File: src/rtl/pong_pkg.sv
// pong_pkg: shared score width, score ceiling and FSM state encoding.
// The score display decoder imports ScoreWidth from here so both sides agree.
package pong_pkg;

    localparam int ScoreWidth = 7;
    localparam int MaxScore   = 99;

    typedef enum logic [1:0] {
        IDLE     = 2'd0,
        SERVE    = 2'd1,
        PLAY     = 2'd2,
        GAMEOVER = 2'd3
    } state_e;

    // Adds one point but holds at MaxScore so the display never wraps to 0.
    function automatic logic [ScoreWidth-1:0] sat_inc(input logic [ScoreWidth-1:0] s);
        return (s >= ScoreWidth'(MaxScore)) ? s : s + 1'b1;
    endfunction

endpackage

File: src/rtl/serve_timer.sv
// serve_timer: counts frame ticks while enabled; done fires on the tick that
// brings the count to ServeFrames, so the caller can leave SERVE on that edge.
module serve_timer #(
    parameter int ServeFrames = 60
) (
    input  logic clk,
    input  logic reset,
    input  logic clear_i,
    input  logic enable_i,
    output logic done_o
);

    logic [7:0] count_q, count_d;

    always_comb count_d = clear_i ? 8'd0 : (enable_i ? count_q + 8'd1 : count_q);

    assign done_o = enable_i && !clear_i && (count_q == 8'(ServeFrames - 1));

    always_ff @(posedge clk) begin
        if (reset) count_q <= 8'd0;
        else       count_q <= count_d;
    end

endmodule

File: src/rtl/score_keeper.sv
// score_keeper: pong game sequencer -- serve delay, point scoring, win detect.
// Every output is a flop; inputs only reach outputs through next-state logic.
module score_keeper
    import pong_pkg::*;
#(
    parameter int WinScore    = 11,
    parameter int ServeFrames = 60
) (
    input  logic                  clk,
    input  logic                  reset,
    input  logic                  frameTick,
    input  logic                  start,
    input  logic                  pointLeft,
    input  logic                  pointRight,
    output logic [ScoreWidth-1:0] scoreLeft,
    output logic [ScoreWidth-1:0] scoreRight,
    output logic                  ballEnable,
    output logic                  serveDir,
    output logic                  gameOver,
    output logic                  winner
);

    localparam logic [ScoreWidth-1:0] WinVal = ScoreWidth'(WinScore);

    state_e                state_q, state_d;
    logic [ScoreWidth-1:0] left_q, left_d, right_q, right_d;
    logic [ScoreWidth-1:0] left_inc, right_inc;
    logic                  dir_q, dir_d, win_q, win_d, ball_q, over_q;
    logic                  serve_done;

    // Counter is held clear outside SERVE, so it always starts from 0 on entry.
    serve_timer #(.ServeFrames(ServeFrames)) u_timer (
        .clk      (clk),
        .reset    (reset),
        .clear_i  (state_q != SERVE),
        .enable_i (frameTick),
        .done_o   (serve_done)
    );

    assign left_inc  = sat_inc(left_q);
    assign right_inc = sat_inc(right_q);

    always_comb begin
        state_d = state_q;
        left_d  = left_q;
        right_d = right_q;
        dir_d   = dir_q;
        win_d   = win_q;
        unique case (state_q)
            IDLE:  state_d = start ? SERVE : IDLE;
            SERVE: state_d = serve_done ? PLAY : SERVE;
            PLAY: begin
                if (pointLeft && pointRight) begin
                    state_d = SERVE;
                end else if (pointLeft) begin
                    left_d  = left_inc;
                    dir_d   = 1'b1;
                    state_d = (left_inc == WinVal) ? GAMEOVER : SERVE;
                    win_d   = (left_inc == WinVal) ? 1'b0 : win_q;
                end else if (pointRight) begin
                    right_d = right_inc;
                    dir_d   = 1'b0;
                    state_d = (right_inc == WinVal) ? GAMEOVER : SERVE;
                    win_d   = (right_inc == WinVal) ? 1'b1 : win_q;
                end
            end
            GAMEOVER: begin
                if (start) begin
                    left_d  = '0;
                    right_d = '0;
                    dir_d   = 1'b1;
                    state_d = SERVE;
                end
            end
        endcase
    end

    always_ff @(posedge clk) begin
        if (reset) begin
            state_q <= IDLE;
            left_q  <= '0;
            right_q <= '0;
            dir_q   <= 1'b1;
            win_q   <= 1'b0;
            ball_q  <= 1'b0;
            over_q  <= 1'b0;
        end else begin
            state_q <= state_d;
            left_q  <= left_d;
            right_q <= right_d;
            dir_q   <= dir_d;
            win_q   <= win_d;
            ball_q  <= (state_d == PLAY);
            over_q  <= (state_d == GAMEOVER);
        end
    end

    assign scoreLeft  = left_q;
    assign scoreRight = right_q;
    assign ballEnable = ball_q;
    assign serveDir   = dir_q;
    assign gameOver   = over_q;
    assign winner     = win_q;

endmodule

File: config.mk
export PLATFORM = sky130hd
export DESIGN_NAME = score_keeper
export DESIGN_NICKNAME = d
export VERILOG_FILES = /design/src/rtl/pong_pkg.sv /design/src/rtl/serve_timer.sv /design/src/rtl/score_keeper.sv
export SDC_FILE = /design/constraint.sdc
export NUM_CORES = 1
export LEC_CHECK = 0
export BUFFER_PORTS_ARGS = -buffer_cell sky130_fd_sc_hd__buf_2
export CAP_MARGIN = 20
export CORE_ASPECT_RATIO = 0.9
export CORE_MARGIN = 10
export CORE_UTILIZATION = 56
export CTS_CLUSTER_SIZE = 20
export DETAILED_ROUTE_END_ITERATION = 10
export PLACE_DENSITY = 0.79
export REMOVE_ABC_BUFFERS = 1
export SYNTH_ARGS = -nofsm -noshare
export SYNTH_HDL_FRONTEND = slang
export SYNTH_SLANG_ARGS = --single-unit
File: constraint.sdc
create_clock -name clk -period 2.5 [get_ports clk]
set_input_delay 0 -clock clk [delete_from_list [all_inputs] [get_ports clk]]
set_output_delay 0 -clock clk [all_outputs]
set_load 0.01 [all_outputs]
==> run_results.csv <==
group,metric,value,unit
clock_tree,clock_sinks,28,
flow_run,maxCapViolCount,0,
timing,min_period,1970,ps
pwr,total_power,0.782,mW
timing,whs,15.5,ps
final_layout,layout_common_cells,"dfxtp_1, nor2_1, buf_2",
place,pre_cts_slack,568,ps
outcome,outcome,"finished clean",
clock_tree,cts_setup_buffers,0,
place,port_buffers,23,
final_layout,drive_above_1_share,0.172,
synth,synth-main-ff-cell,"dfxtp_1",
floorplan,die-area,5400,um2
clock_tree,ctsResizeCount,0,
timing,fin_skew,1.21,ps
synth,synthArstFlopShare,0,
clock_tree,clk_path_buf_depth,2,
synth,ys_seq_elements,28,
place,dpl.hpwl,2.78,mm
global_route,grt_pass1_wl,6.47,mm
final_layout,final_common_cell,"dfxtp_1",
synth,ys_types,45,
pwr,p_per_area,440,nW/um2
floorplan,initial_core_util,0.583,
routing,routedWlPerCell,14.3,um
pwr,ir_drop,0.350,mV
pwr,p_leak,0.692,nW
final_layout,antenna_cells,0,
timing,rsz0062_at_grt,"false",
global_route,grt_pass1_vias,1389,
global_route,grt-ovfl-total,0,
timing,finalCritPeriodShare,0.790,
synth,synth_edf_count,0,
global_route,grt_max_degree,17,
floorplan,io_pins,24,
global_route,antenna_found_initial,0,
timing,drv_slew,0,
routing,initialDrtViolationCount,137,
timing,finalHoldViolCount,0,
floorplan,die_w,76.4,um
clock_tree,cts_root_buffer,"clkbuf_4",
routing,via_per_inst,5.80,
place,place_area,1720,um2
final_layout,num-nets-final,231,
synth,syn_area_per_cell,7.86,um2
final_layout,area_growth,11.0,%
floorplan,rows,18,
timing,worst_slack,526,ps
final_layout,fin_area,1780,um2
routing,routed_wl,3.73,mm
timing,finalSetupViolCount,0,
setup_path,worstSetupPathType,"reg2reg",
clock_tree,clk_latency,330,ps
synth,syn_inst,204,
clock_tree,clkTransAtPathRegs,150,ps
clock_tree,htreeDepth,1,
routing,postRouteAntennaNets,0,
place,place_congestion,0.971,
setup_path,worst_setup_path_end_kind,"flip-flop",
setup_path,critPathLaunchType,"flip-flop",
clock_tree,cts_tree,"built",
floorplan,die_h,70.8,um
global_route,track_usage,0.137,
timing,fin_setup_tns,0,ps
routing,drcViolationCount,0,
setup_path,worstPathArrival,2190,ps
synth,synth_area,1600,um2
timing,clock.fmax,507,MHz
timing,max_slew_margin,0.495,
setup_path,crit_required,2720,ps
synth,ys_warn_count,0,
routing,vias,1515,
floorplan,core-area,2750,um2
clock_tree,cts_made_buffers,3,
timing,worst_pin_slew,749,ps
synth,yosysSeqAreaShare,0.350,
routing,drt_first_pass_iters,4,
worst_hold_path,hold_path.class,"in2reg",
setup_path,crit_fanout,8,
final timing paths:
| check | startpoint | end | slack (ps) | cells after the start |
|---|---|---|---|---|
| hold reg to reg | u_timer.count_q[5]$_SDFFE_PP0P_ | u_timer.count_q[5]$_SDFFE_PP0P_ | 490 | 2 |
| hold / removal | reset | scoreRight[1]$_SDFFE_PP0P_ | 20 | 2 |
| setup / recovery | scoreRight[0]$_SDFFE_PP0P_ | gameOver$_SDFF_PP0_ | 530 | 6 |
| setup reg to reg | scoreRight[0]$_SDFFE_PP0P_ | gameOver$_SDFF_PP0_ | 530 | 6 |
per-stage QoR:
stage / utilization / cells
2_1_floorplan: - / 193
3_3_place_gp: 0.625 / 256
3_5_place_dp: 0.625 / 256
4_1_cts: 0.648 / 261
5_1_grt: 0.648 / 261
6_report: 0.648 / 261
per-layer routing:
layer  share of wire  routed length (um)  vias up  track usage
li1                -                   -      776            -
met1            0.47                1770      688        0.187
met2            0.44                1650       49        0.208
met3           0.079                 294        2       0.0417
met4          0.0051                  19        0       0.0247
met5               0                   0        -            0
critical path, stage by stage, from the launching register on:
cell and delay (ps):
dfxtp_1 400, ha_1 320, or4_1 410, nand4_1 110, a311oi_2 130, a2111oi_2 400
nor4b_2 90
flip-flops by register name, indices dropped and copies added, names as in the netlist:
name and flops:
ballEnable 1, scoreRight 7, u_timer.count_q 8, gameOver 1
serveDir 1, scoreLeft 7, state_q 2, winner 1
power breakdown:
| group | internal [mW] | leakage, nW | total [mW] | switching (mW) |
|---|---|---|---|---|
| clock network | 0.162 | 0.0279 | 0.294 | 0.132 |
| logic | 0.0139 | 0.438 | 0.0349 | 0.0211 |
| registers | 0.449 | 0.226 | 0.453 | 0.00444 |
| total | 0.625 | 0.692 | 0.782 | 0.157 |
layout make-up:
class	count	area, um2
clock buffers	3	22.5
clock inverters	1	30.0
well taps	40	50.0
flip-flops and latches	28	561
fillers	255	968
repair buffers	24	125
inverters	5	18.8
multi-input cells	160	972
kinds of logic after synthesis:
group,Yosys count,share of synthesized area
compound gates,52,0.205
xor+xnor,8,0.0437
fa+ha+maj,3,0.0234
buf+inv,16,0.0437
flops,28,0.350
mux,2,0.0125
simple gates,95,0.322
timing repair:
item	CTS	global route
hold buffers	1	0
endpoints found under the hold margin	1	0
setup endpoints to repair	0	0
synth_stat cells, types with 5 or more instances:
cell | number | area (um2)
clkbuf_1 | 8 | 30.0
a21oi_1 | 20 | 100
nor3_1 | 11 | 55.1
o21ai_0 | 12 | 60.1
nor3b_1 | 6 | 45.0
nand2_1 | 11 | 41.3
nor2_1 | 26 | 97.6
xor2_1 | 6 | 52.6
dfxtp_1 | 28 | 561
nand4_1 | 7 | 43.8
inv_1 | 5 | 18.8
nand3_1 | 8 | 40.0
No activity file was read; power rests on OpenSTA's default activity.
